[config.mk]
export PLATFORM = sky130hd
export DESIGN_NAME = fb_selector_pq
export DESIGN_NICKNAME = d
export VERILOG_FILES = /design/src/rtl/fb_selector_pq.sv
export SDC_FILE = /design/constraint.sdc
export NUM_CORES = 1
export LEC_CHECK = 0
export BUFFER_PORTS_ARGS = -buffer_cell sky130_fd_sc_hd__buf_4
export CAP_MARGIN = 20
export CORE_ASPECT_RATIO = 0.8
export CORE_MARGIN = 8
export CORE_UTILIZATION = 50
export DETAILED_ROUTE_END_ITERATION = 12
export PLACE_DENSITY = 0.73
export SLEW_MARGIN = 20
export SYNTH_ARGS = -nofsm -noshare
export SYNTH_HDL_FRONTEND = slang
export SYNTH_SLANG_ARGS = --single-unit
export TNS_END_PERCENT = 20
[constraint.sdc]
create_clock -name clk -period 4.35 [get_ports clk]
set_clock_uncertainty 0.05 [all_clocks]
set_input_delay 0.87 -clock clk [delete_from_list [all_inputs] [get_ports clk]]
set_output_delay 0.87 -clock clk [all_outputs]
set_load 0.05 [all_outputs]
[src/rtl/fb_selector_pq.sv]
// Gen/fb drive selector: runs the startup generator, qualifies the feedback period, then hands over to fb.
// Define FALLBACK_CNT_EN to add a saturating fault counter (fault_cnt) with synchronous clear (fault_cnt_clr).
module fb_selector_pq #(
    parameter int unsigned CLK_MHZ           = 100,
    parameter int unsigned PERIODS_TO_SWITCH = 4,
    parameter int unsigned RESET_TIMEOUT_US  = 4,
    parameter int unsigned FB_MIN_PER_CLK    = 100,
    parameter int unsigned FB_MAX_PER_CLK    = 2000,
    parameter int unsigned LOCK_PERIODS      = 2,
    parameter int unsigned HOLDOFF_PERIODS   = 8
) (
    input  logic       clk,
    input  logic       rst,
    input  logic       gen,
    input  logic       fb,
`ifdef FALLBACK_CNT_EN
    input  logic       fault_cnt_clr,
    output logic [7:0] fault_cnt,
`endif
    output logic       out,
    output logic       locked,
    output logic       fault
);
    localparam int unsigned TIMEOUT_CNT = CLK_MHZ * RESET_TIMEOUT_US;
    localparam int unsigned PER_SAT     = FB_MAX_PER_CLK + 1;
    localparam int unsigned GEN_MAX     = (PERIODS_TO_SWITCH > HOLDOFF_PERIODS) ?
                                          PERIODS_TO_SWITCH : HOLDOFF_PERIODS;
    localparam int unsigned GW = $clog2(GEN_MAX + 1);
    localparam int unsigned LW = $clog2(LOCK_PERIODS + 1);
    localparam int unsigned PW = $clog2(PER_SAT + 1);
    localparam int unsigned TW = (TIMEOUT_CNT > 1) ? $clog2(TIMEOUT_CNT) : 1;

    localparam logic [GW-1:0] GEN_SWITCH  = GW'(PERIODS_TO_SWITCH);
    localparam logic [GW-1:0] GEN_HOLDOFF = GW'(HOLDOFF_PERIODS);
    localparam logic [GW-1:0] GEN_ONE     = GW'(1);
    localparam logic [LW-1:0] LOCK_LAST   = LW'(LOCK_PERIODS - 1);
    localparam logic [PW-1:0] PER_SAT_V   = PW'(PER_SAT);
    localparam logic [PW-1:0] PER_LO      = PW'(FB_MIN_PER_CLK - 1);
    localparam logic [PW-1:0] PER_HI      = PW'(FB_MAX_PER_CLK - 1);
    localparam logic [TW-1:0] TMO_RELOAD  = TW'(TIMEOUT_CNT - 1);

    typedef enum logic [1:0] {GEN_RUN, QUALIFY, FB_RUN, HOLDOFF} state_t;

    state_t        state_q, state_d;
    logic [GW-1:0] gen_cnt_q, gen_cnt_d;
    logic [LW-1:0] lock_cnt_q, lock_cnt_d;
    logic [PW-1:0] per_cnt_q, per_cnt_d;
    logic [TW-1:0] tmo_cnt_q, tmo_cnt_d;
    logic          per_valid_q, per_valid_d;
    logic          fault_pend_q, fault_pend_d;
    logic          locked_q, locked_d;
    logic          fault_q, fault_d;
    logic          gen_prev_q, fb_prev_q;

    logic gen_fall, fb_fall, per_sat, in_win;

    assign gen_fall = gen_prev_q & ~gen;
    assign fb_fall  = fb_prev_q & ~fb;
    assign per_sat  = (per_cnt_q == PER_SAT_V);
    // Measured period is per_cnt+1, so the window bounds are shifted down by one.
    assign in_win   = (per_cnt_q >= PER_LO) && (per_cnt_q <= PER_HI);

    always_comb begin
        state_d      = state_q;
        gen_cnt_d    = gen_cnt_q;
        lock_cnt_d   = lock_cnt_q;
        per_valid_d  = per_valid_q;
        per_cnt_d    = '0;
        tmo_cnt_d    = tmo_cnt_q;
        fault_pend_d = fault_pend_q;
        fault_d      = 1'b0;
        case (state_q)
            GEN_RUN, HOLDOFF: begin
                if (gen_fall) begin
                    if (gen_cnt_q == GEN_ONE) begin
                        state_d     = QUALIFY;
                        lock_cnt_d  = '0;
                        per_valid_d = 1'b0;
                    end else begin
                        gen_cnt_d = gen_cnt_q - GW'(1);
                    end
                end
            end
            QUALIFY: begin
                per_cnt_d = per_sat ? per_cnt_q : per_cnt_q + PW'(1);
                if (fb_fall) begin
                    per_cnt_d = '0;
                    if (!per_valid_q) begin
                        per_valid_d = 1'b1;
                    end else if (in_win) begin
                        lock_cnt_d = lock_cnt_q + LW'(1);
                        if (lock_cnt_q == LOCK_LAST) state_d = FB_RUN;
                    end else begin
                        lock_cnt_d  = '0;
                        per_valid_d = 1'b0;
                    end
                end else if (per_valid_q && per_sat) begin
                    lock_cnt_d  = '0;
                    per_valid_d = 1'b0;
                end
            end
            FB_RUN: begin
                per_cnt_d = per_sat ? per_cnt_q : per_cnt_q + PW'(1);
                if (fb_fall) begin
                    per_cnt_d = '0;
                    if (!in_win) fault_pend_d = 1'b1;
                end else if (per_sat) begin
                    fault_pend_d = 1'b1;
                end
                if (fb)                     tmo_cnt_d = TMO_RELOAD;
                else if (tmo_cnt_q != '0)   tmo_cnt_d = tmo_cnt_q - TW'(1);
                // Falling back is deferred until gen is low so the bridge never sees a cut pulse.
                if ((tmo_cnt_q == '0 || fault_pend_q) && !gen) begin
                    state_d      = HOLDOFF;
                    fault_d      = 1'b1;
                    fault_pend_d = 1'b0;
                    tmo_cnt_d    = TMO_RELOAD;
                    gen_cnt_d    = GEN_HOLDOFF;
                    per_cnt_d    = '0;
                    lock_cnt_d   = '0;
                    per_valid_d  = 1'b0;
                end
            end
            default: state_d = GEN_RUN;
        endcase
        locked_d = (state_d == FB_RUN);
    end

    always_ff @(posedge clk) begin
        if (rst) begin
            state_q      <= GEN_RUN;
            gen_cnt_q    <= GEN_SWITCH;
            lock_cnt_q   <= '0;
            per_valid_q  <= 1'b0;
            per_cnt_q    <= '0;
            tmo_cnt_q    <= TMO_RELOAD;
            fault_pend_q <= 1'b0;
            locked_q     <= 1'b0;
            fault_q      <= 1'b0;
            gen_prev_q   <= 1'b0;
            fb_prev_q    <= 1'b0;
        end else begin
            state_q      <= state_d;
            gen_cnt_q    <= gen_cnt_d;
            lock_cnt_q   <= lock_cnt_d;
            per_valid_q  <= per_valid_d;
            per_cnt_q    <= per_cnt_d;
            tmo_cnt_q    <= tmo_cnt_d;
            fault_pend_q <= fault_pend_d;
            locked_q     <= locked_d;
            fault_q      <= fault_d;
            gen_prev_q   <= gen;
            fb_prev_q    <= fb;
        end
    end

    assign out    = (state_q == FB_RUN) ? fb : gen;
    assign locked = locked_q;
    assign fault  = fault_q;

`ifdef FALLBACK_CNT_EN
    logic [7:0] fault_cnt_q, fault_cnt_d;

    always_comb begin
        fault_cnt_d = fault_cnt_q;
        if (fault_cnt_clr)                         fault_cnt_d = '0;
        else if (fault_d && fault_cnt_q != '1)     fault_cnt_d = fault_cnt_q + 8'd1;
    end

    always_ff @(posedge clk) begin
        if (rst) fault_cnt_q <= '0;
        else     fault_cnt_q <= fault_cnt_d;
    end

    assign fault_cnt = fault_cnt_q;
`endif
endmodule
==> metrics.md, run 1 <==
| Metric | Value |
|---|---|
| Max Cap Viol | `0` |
| Mean Syn Cell Area | `approximately 8.3 sq um` |
| Vias/cell | `approximately 5.7` |
| Ant diodes | `0` |
| Post-cts hold buffer count | `0` |
| Met2 Resource Use GR | `between 15 and 20%` |
| DR pass1 iterations | `4` |
| CTS Buf Count | `5` |
| Global route overflow | `0` |
| YS warnings | `0` |
| Hpwl dp | `around 2.5 mm` |
| # setup viols final | `0` |
| Crit path cell chain | `inv_1, ha_1, o21ai_0, buf_4` |
| Net count after synthesis | `between 200 and 250` |
| WL/cell | `13.1 um` |
| Final hold viol count | `0` |
| Post-CTS sizing | `0` |
| Sequential-to-total area share from yosys stat | `~37%` |
| HP Class | `register to register` |
| Skew-Pair Late Insertion Delay | `about 0.28 ns` |
| Startpoint types | `register` |
| Crit end category | `output pin` |
| Setup Buffers After CTS | `0` |
| Row cnt | `19` |
| Area delta synth->final | `7.73%` |
| Initial antenna violation count | `0` |
| Yosys reg bits | `34` |
| Met1 GRT Util | `roughly 17%` |
| Critical Path Fanout Max | `13` |
| Core area | `around 0.0035 sq mm` |
| Root Buffer | `clkbuf_8` |
| Pwr Total | `about 0.73 mW` |
| Crit-path max cell delay | `0.39 ns` |
| CP max-delay cell | `dfxtp_1` |
| Die Footprint | `between 0.005 and 0.006 sq mm` |
| PD cells | `369 mW/mm^2` |
| Placer Congestion | `approximately 0.77` |
| VDD IR-drop max | `roughly 0.00023 V` |
| Post-Place Cell Area | `approximately 0.0019 sq mm` |
| Clk sinks | `34` |
| First-pass GRT wire length | `between 6 and 7 mm` |
| I/O pins | `7` |
| Clock buffer depth | `2` |
| Async SR Flop Fraction | `0%` |
| Final worst-path cycle share | `between 50% and 60%` |
| Slew headroom | `42.6%` |
| Core Util, Final | `between 50 and 60%` |
| R2R depth | `7` |
| Synth cell types | `slightly below 50` |
| Met3 GRT Util | `around 3.5%` |
| Final WL | `around 3.5 mm` |
| Setup TNS | `0 ns` |
| Drt drc | `0` |
| H-tree levels | `2` |
| Final Max Tran Viols | `0` |
| Crit Path Class | `register to output pin` |
| Initial Utilization | `between 50% and 60%` |
| Post-route minimum period | `between 2 and 2.5 ns` |
| CTS clk-pin slew, worst paths | `about 0.070 ns` |
| Primary FF master, synth | `dfxtp_1` |
| TritonCTS clock tree | `yes` |
| Layout cells sized above 1 | `approximately 7.6%` |
| Port buffer count | `6` |
| Crit path arrival time | `roughly 1.6 ns` |
| Mapped Cells | `221` |
| Commonest non-fill, non-tap cell in the layout | `dfxtp_1` |
| Final instance area | `0.00197 sq mm` |
| Largest net degree at the start of global routing | `27` |
| Synthesized area | `approximately 0.0018 sq mm` |
| Status | `finished clean` |
| Worst EP required | `~3.4 ns` |
| Vias in the first global route | `about 1,400` |
| DRT iter0 DRCs | `81` |
| Via count | `~1,500` |
| Number of flops mapped to enable cells by yosys | `0` |
| Fmax | `403 MHz` |
| RSZ-0062 raised after global routing | `no` |
| Pleak | `0.703 nW` |
| Commonest cells after routing, fill and taps aside | `34 x dfxtp_1, 29 x nor2_1, 19 x nand2_1` |
| Count of antenna-violating nets left after detailed routing | `0` |
| Nets | `roughly 240` |
| All-Layer GR Usage | `between 10 and 15%` |
| Die W | `83.6 um` |
| Hold Path Cell Cnt | `2` |
| Die Span Y | `about 70 um` |
| GR peak layer | `met2` |
| Slew @ Worst Pin | `around 0.86 ns` |
## synth_stat cells (2+ instances only)
library cell / instances / share of area (%)
dfxtp_1: 34 / 37
nor2_1: 29 / 6.0
nand2_1: 19 / 3.9
inv_1: 12 / 2.5
a21oi_1: 9 / 2.5
ha_1: 9 / 6.2
nand3_1: 9 / 2.5
xor2_1: 9 / 4.3
clkbuf_1: 8 / 1.6
nand2b_1: 5 / 1.7
nor4_1: 5 / 1.7
o21ai_0: 5 / 1.4
xnor2_1: 5 / 2.4
nand4_1: 4 / 1.4
nor2b_1: 4 / 1.4
nor3_1: 4 / 1.1
o31ai_1: 4 / 1.6
a211oi_1: 3 / 1.2
or3_1: 3 / 1.0
or4_1: 3 / 1.2
a21o_1: 2 / 0.82
a221o_1: 2 / 1.1
a22o_1: 2 / 0.96
a31oi_1: 2 / 0.68
and2_1: 2 / 0.68
nand3b_1: 2 / 0.82
o211ai_1: 2 / 0.82
o221ai_1: 2 / 0.96
o31a_1: 2 / 0.96
## registers in the layout (all words and copies together) (netlist names)
signal	count
per_cnt_q	11
tmo_cnt_q	9
gen_cnt_q	4
lock_cnt_q	2
state_q	2
fault	1
fault_pend_q	1
fb_prev_q	1
gen_prev_q	1
locked	1
per_valid_q	1
## kinds of logic (layout without fill, tap and decap cells)
group,Yosys count,after routing,share of synthesized area (%)
and+or+nand+nor,95,95,26.3
AOI/OAI and AO/OA,46,46,18.1
DFF,34,34,37.2
buffers and inverters,21,25,4.38
xor gates and xnor gates,14,14,6.70
adders and majority gates,9,9,6.16
muxes,2,2,1.16
## metrics by stage
| stage | hold slack, ns | setup WS, ns | instances |
|---|---|---|---|
| after floorplan | 0.401 | 1.37 | 221 |
| after global placement | 0.430 | 1.87 | 260 |
| after detailed placement | 0.421 | 1.86 | 260 |
| after CTS | 0.442 | 1.85 | 267 |
| after global routing | 0.455 | 1.73 | 267 |
| final | 0.442 | 1.87 | 267 |
## final timing paths
path / start / to / slack (ns)
hold reg to reg: lock_cnt_q[0] / lock_cnt_q[0] / 0.44
hold / removal: lock_cnt_q[0] / lock_cnt_q[0] / 0.44
setup / recovery: state_q[0] / out / 1.87
setup reg to reg: tmo_cnt_q[0] / per_valid_q / 1.92
## layer usage
layer / share of wire, % / up-vias
met5: 0 / -
met4: 0.60 / 0
met3: 3.2 / 2
met2: 43 / 23
met1: 53 / 707
li1: - / 798
## worst max-delay path, delay by kind of cell, from the launching register on
| kind | cells | cell delay [ns] |
|---|---|---|
| DFF | 1 | 0.39 |
| AOI/OAI and AO/OA | 1 | 0.23 |
| adders and majority gates | 1 | 0.35 |
| buffers and inverters | 2 | 0.31 |
## report_power, final
| group | internal [mW] | total, mW | switching, mW |
|---|---|---|---|
| clock network | 0.107 | 0.219 | 0.111 |
| logic | 0.0605 | 0.157 | 0.0966 |
| registers | 0.332 | 0.352 | 0.0196 |
## area by class of cell
class                           count  area, sq um
Sequential cell                    34          681
Timing Repair Buffer                6         45.0
Tap cell                           42         52.6
Clock buffer                        5         68.8
Clock inverter                      2         10.0
Inverter                           12         45.0
Multi-Input combinational cell    166         1070
Fill cell                         334         1500
Note: power is estimated with default switching activity, not from simulation.
==> run 2, diff against run 1 <==
--- a/config.mk
+++ b/config.mk
@@ -11,7 +11,7 @@
 export CORE_MARGIN = 8
 export CORE_UTILIZATION = 50
 export DETAILED_ROUTE_END_ITERATION = 12
-export PLACE_DENSITY = 0.73
+export PLACE_DENSITY = 0.75
 export SLEW_MARGIN = 20
 export SYNTH_ARGS = -nofsm -noshare
 export SYNTH_HDL_FRONTEND = slang
==> constraint.sdc (replaced) <==
create_clock -name clk -period 2.05 [get_ports clk]
set_clock_uncertainty 0.05 [all_clocks]
set_input_delay 0.41 -clock clk [delete_from_list [all_inputs] [get_ports clk]]
set_output_delay 0.41 -clock clk [all_outputs]
set_load 0.05 [all_outputs]
==> metrics.md, run 2 (synthesized netlist as in run 1, its figures left out) <==
| Metric | Value |
|---|---|
| R2r setup slk | `-0.22 ns (-2.14 ns)` |
| Largest net degree at the start of global routing | `27 (unchanged)` |
| Largest register by flop count | `per_cnt_q` |
| Skew-Pair Late Insertion Delay | `0.28 ns (about the same)` |
| Count of antenna-violating nets left after detailed routing | `0 (unchanged)` |
| Crit path cell chain | `inv_2, ha_4, or4b_4, o21ba_4, a221o_1, or4_1, o311ai_1` |
| PD cells | `746 mW/mm^2 (+100%)` |
| Crit Path Class | `register to register` |
| I/O pins | `7 (unchanged)` |
| Max Cap Viol | `0 (unchanged)` |
| CP max-delay cell | `or4b_4` |
| Fill cells | `285 (-15%)` |
| All-Layer GR Usage | `14.8% (+2.5 points)` |
| Initial antenna violation count | `0 (unchanged)` |
| Nets | `279 (+17%)` |
| Final hold viol count | `0 (unchanged)` |
| Area delta synth->final | `31.2%` |
| Die Footprint | `0.00586 sq mm (unchanged)` |
| WL/cell | `14.6 um (+11%)` |
| Post-route setup slack | `-0.219 ns (-2.09 ns)` |
| Root Buffer | `clkbuf_8` |
| Critical Path Fanout Max | `3 (-10)` |
| RSZ-0062 raised after global routing | `yes` |
| WHS Endpoint | `fb_prev_q` |
| Slew @ Worst Pin | `0.484 ns (-0.373 ns)` |
| FF-to-FF Start | `tmo_cnt_q[1]` |
| Post-Place Cell Area | `0.00210 sq mm (+11%)` |
| Layout cells sized above 1 | `27.4% (+20 points)` |
| Crit path arrival time | `2.40 ns (+0.84 ns)` |
| Commonest non-fill, non-tap cell in the layout | `buf_4` |
| Final worst-path cycle share | `111%` |
| Hpwl dp | `2.91 mm (+17%)` |
| Worst r2r dst | `per_valid_q` |
| DRT iter0 DRCs | `106 (+31%)` |
| TritonCTS clock tree | `yes` |
| WP buf/inv | `1 (-1)` |
| CTS Buf Count | `5 (unchanged)` |
| Vias in the first global route | `1,660 (+21%)` |
| Largest registers | `per_cnt_q: 11 flops, tmo_cnt_q: 9 flops, gen_cnt_q: 4 flops` |
| Final WL | `4.48 mm (+28%)` |
| Post-cts hold buffer count | `0 (unchanged)` |
| Final instance area | `0.00240 sq mm (+22%)` |
| Hold Path Cell Cnt | `2 (unchanged)` |
| DR pass1 iterations | `4 (unchanged)` |
| HP Class | `input port to register` |
| Global route overflow | `0 (unchanged)` |
| Post-route minimum period | `approximately 2.3 ns` |
| Fmax | `approximately 440 MHz` |
| Vias/cell | `5.64 (-1.6%)` |
| Core area | `0.00347 sq mm (unchanged)` |
| Crit end category | `register` |
| H-tree levels | `2 (unchanged)` |
| Pleak | `0.916 nW (+30%)` |
| Final Max Tran Viols | `0 (unchanged)` |
| Worst EP required | `2.18 ns (-1.25 ns)` |
| Largest register FFs | `11 (unchanged)` |
| First-pass GRT wire length | `7.42 mm (+19%)` |
| Port buffer count | `6 (unchanged)` |
| Drt drc | `0 (unchanged)` |
| Clk sinks | `34 (unchanged)` |
| Initial Utilization | `52.7% (unchanged)` |
| Ant diodes | `0 (unchanged)` |
| Row cnt | `19 (unchanged)` |
| Final hold slack | `0.347 ns (-0.0956 ns)` |
| Die W | `83.6 um (unchanged)` |
| Commonest cells after routing, fill and taps aside | `45 x buf_4, 32 x dfxtp_1, 29 x nor2_1` |
| # setup viols final | `16 (+16)` |
| Status | `finished, violations left` |
| Clock buffer depth | `2 (unchanged)` |
| Die Span Y | `70.1 um (unchanged)` |
| Min-delay src | `fb` |
| Crit-path leading delay family | `simple AND/OR/NAND/NOR gates` |
| R2R depth | `7 (unchanged)` |
| Via count | `1,737 (+14%)` |
| Startpoint types | `register` |
| VDD IR-drop max | `0.000429 V (+88%)` |
| Slew headroom | `67.6% (+25 points)` |
| Crit-path max cell delay | `0.47 ns (+0.08 ns)` |
| Failing checks | `setup timing` |
| CTS clk-pin slew, worst paths | `0.06 ns (about the same)` |
| Placer Congestion | `0.808 (+5.2%)` |
## run 2: repair_timing
action	CTS	global route
endpoints found under the hold margin	0	0
pin swaps	8	10
resized for setup	17	11
setup buffers	13	2
setup endpoints to repair	16	27
cloned	0	0
## run 2: area by class of cell
cell class	instances	area (sq um)	share of cell area, %
multi-input cells	166	1180	49.3
flip-flops and latches	34	683	28.5
repair buffers	47	360	15.0
clock buffers	7	76.3	3.18
well taps	42	52.6	2.19
inverters	12	45.0	1.88
## run 2: how the worst max path moves through the flow
stage,startpoint,end,slack (ns),cells past startpoint
floorplan,tmo_cnt_q[0],per_valid_q,-0.24,7
global placement,tmo_cnt_q[0],per_valid_q,-0.22,7
detailed placement,tmo_cnt_q[0],per_valid_q,-0.29,7
CTS,tmo_cnt_q[1],per_valid_q,-0.18,7
global route,tmo_cnt_q[1],tmo_cnt_q[5],-0.33,9
finish,tmo_cnt_q[1],per_valid_q,-0.22,7
## run 2: through the flow
stage | instances | setup WS [ns] | setup TNS [ns] | utilization (%) | total power [mW]
6_report | 308 | -0.219 | -1.24 | 69.1 | 1.79
5_1_grt | 308 | -0.333 | -3.61 | 69.1 | 1.91
4_1_cts | 308 | -0.177 | -0.510 | 67.4 | 1.78
3_5_place_dp | 288 | -0.286 | -0.896 | 60.6 | 1.19
3_3_place_gp | 288 | -0.224 | -0.656 | 60.6 | 1.18
2_1_floorplan | 221 | -0.237 | -0.551 | - | 1.01
## run 2: power breakdown
group,internal (mW),switching [mW]
registers,0.709,0.0309
logic,0.311,0.287
clock network,0.234,0.220
total,1.25,0.538
## run 2: metal layers
layer  routed length [um]  vias to the layer above  GRT usage (%)
met5                    0                        -              0
li1                     -                      875              -
met3                  177                        7           3.48
met4                   63                        0           5.16
met2                 2120                       28           24.1
met1                 2120                      827           18.6
==> run 3, diff against run 2 <==
--- a/config.mk
+++ b/config.mk
@@ -9,9 +9,9 @@
 export CAP_MARGIN = 20
 export CORE_ASPECT_RATIO = 0.8
 export CORE_MARGIN = 8
-export CORE_UTILIZATION = 50
+export CORE_UTILIZATION = 45
 export DETAILED_ROUTE_END_ITERATION = 12
-export PLACE_DENSITY = 0.75
+export PLACE_DENSITY = 0.67
 export SLEW_MARGIN = 20
 export SYNTH_ARGS = -nofsm -noshare
 export SYNTH_HDL_FRONTEND = slang
==> constraint.sdc (replaced) <==
create_clock -name clk -period 2.56 [get_ports clk]
set_clock_uncertainty 0.05 [all_clocks]
set_input_delay 0.512 -clock clk [delete_from_list [all_inputs] [get_ports clk]]
set_output_delay 0.512 -clock clk [all_outputs]
set_load 0.05 [all_outputs]
==> metrics.md, run 3 (synthesized netlist as in run 1, its figures left out) <==
| Metric | Value |
|---|---|
| All-Layer GR Usage | `12.0% (-2.8 points)` |
| VDD IR-drop max | `0.000384 V (-10%)` |
| CTS clk-pin slew, worst paths | `0.07 ns (about the same)` |
| PD cells | `631 mW/mm^2 (-15%)` |
| DP Cell Count | `279 (-3.1%)` |
| Status | `finished clean` |
| Final hold viol count | `0 (unchanged)` |
| Row cnt | `20 (+1)` |
| Max Cap Viol | `0 (unchanged)` |
| Final worst-path cycle share | `95.0% (-16 points)` |
| Clk sinks | `34 (unchanged)` |
| Core area | `0.00385 sq mm (+11%)` |
| Hpwl dp | `2.50 mm (-14%)` |
| Root Buffer | `clkbuf_8` |
| Crit path arrival time | `2.60 ns (+0.20 ns)` |
| Commonest cells after routing, fill and taps aside | `34 x dfxtp_1, 29 x nor2_1, 19 x nand2_1` |
| Slew headroom | `74.6% (+7.0 points)` |
| Startpoint types | `register` |
| Die Footprint | `0.00637 sq mm (+8.7%)` |
| I/O pins | `7 (unchanged)` |
| Largest register FFs | `11 (unchanged)` |
| DRT iter0 DRCs | `63 (-41%)` |
| Via count | `1,524 (-12%)` |
| H-tree levels | `2 (unchanged)` |
| Core Util, Final | `53.1% (-16 points)` |
| Final Max Tran Viols | `0 (unchanged)` |
| Post-route minimum period | `2.43 ns (+0.164 ns)` |
| Drt drc | `0 (unchanged)` |
| Slew @ Worst Pin | `0.378 ns (-0.105 ns)` |
| Skew-Pair Late Insertion Delay | `0.28 ns (about the same)` |
| FF-to-FF Start | `tmo_cnt_q[0]` |
| Commonest non-fill, non-tap cell in the layout | `dfxtp_1` |
| Clock buffer depth | `2 (unchanged)` |
| Port buffer count | `6 (unchanged)` |
| HP Class | `input port to register` |
| Count of antenna-violating nets left after detailed routing | `0 (unchanged)` |
| RSZ-0062 raised after global routing | `no` |
| TritonCTS clock tree | `yes` |
| Vias/cell | `5.31 (-5.8%)` |
| CTS Buf Count | `5 (unchanged)` |
| Ant diodes | `0 (unchanged)` |
| WL/cell | `12.4 um (-15%)` |
| Critical Path Fanout Max | `5 (+2)` |
| First-pass GRT wire length | `6.08 mm (-18%)` |
| Global route overflow | `0 (unchanged)` |
| Largest net degree at the start of global routing | `27 (unchanged)` |
| Pleak | `0.734 nW (-20%)` |
| # setup viols final | `0 (-16)` |
| DR pass1 iterations | `4 (unchanged)` |
| Initial antenna violation count | `0 (unchanged)` |
| Die Span Y | `73.0 um (+4.2%)` |
| Nets | `244 (-13%)` |
| Largest register by flop count | `per_cnt_q` |
| Layout cells sized above 1 | `9.91% (-18 points)` |
| Fmax | `411 MHz (-6.8%)` |
| Setup TNS | `0 ns (+1.24 ns)` |
| Pre-CTS setup slack | `0.131 ns (+0.417 ns)` |
| Vias in the first global route | `1,365 (-18%)` |
| Crit Path Class | `register to register` |
| Placer Congestion | `0.792 (-2.0%)` |
| Initial Utilization | `47.5% (-5.2 points)` |
| Fill cells | `391 (+37%)` |
| Pwr Total | `1.29 mW (-28%)` |
| Die W | `87.3 um (+4.4%)` |
| Final WL | `3.57 mm (-20%)` |
| Post-route setup slack | `0.127 ns (+0.346 ns)` |
| Fin cells | `287 (-6.8%)` |
| Area delta synth->final | `11.8%` |
| Crit end category | `register` |
| Worst EP required | `2.73 ns (+0.55 ns)` |
| Largest registers | `per_cnt_q: 11 flops, tmo_cnt_q: 9 flops, gen_cnt_q: 4 flops` |
| Critical Path Start | `tmo_cnt_q[0]` |
| Min-delay src | `fb` |
==> run 3: cell types whose count changed in the layout (fill, tap and decap cells not counted), sizes merged <==
cell	previous run	this run
clkinv	0	1
buf	47	12
==> run 3: path summary, 6_finish.rpt <==
check | cells after the start | slack (ns) | to
worst max-delay path | 7 | 0.13 | lock_cnt_q[0]
worst min-delay path | 2 | 0.42 | fb_prev_q
worst max register to register | 7 | 0.13 | lock_cnt_q[0]
worst min register to register | 2 | 0.44 | tmo_cnt_q[7]
==> run 3: through the flow <==
stage | hold WS (ns) | instance area (sq um)
after floorplan | 0.401 | 1830
after global placement | 0.419 | 1950
after detailed placement | 0.421 | 1950
after CTS | 0.410 | 2040
after global routing | 0.424 | 2040
final | 0.424 | 2040
==> run 3: metal layers <==
metal	wire length [um]	part of all wire, %	track usage [%]	up-vias
li1	-	-	-	808
met1	1970	55	15.5	696
met3	118	3.3	4.50	6
met5	0	0	0	-
met4	55	1.5	5.13	0
met2	1420	40	17.3	14
==> run 3: worst max-delay path: stages (launching register included) <==
cell,delay (ns)
dfxtp_1,0.35
inv_1,0.09
ha_1,0.14
or4b_1,0.50
o21ba_1,0.24
a221o_1,0.38
or4_1,0.52
o21ai_1,0.09
==> run 3: report_power, final <==
part,switching (mW),internal [mW],total [mW]
Sequential,0.0340,0.565,0.599
Combinational,0.163,0.117,0.279
Clock,0.195,0.217,0.412
==> run 3: area by class of cell <==
cell class | count | area, sq um | share of cell area (%)
Timing Repair Buffer | 12 | 90.1 | 4.41
Inverter | 12 | 45.0 | 2.20
Multi-Input combinational cell | 166 | 1070 | 52.3
Sequential cell | 34 | 681 | 33.3
Clock inverter | 1 | 5.00 | 0.245
Clock buffer | 7 | 86.3 | 4.22
Tap cell | 55 | 68.8 | 3.37
==> run 3: timing repair <==
item | CTS | global route
buffers inserted | 0 | 0
endpoints found under the hold margin | 0 | 0
hold buffers | 0 | 0
resized for setup | 0 | 0
endpoints found under the setup margin | 0 | 1
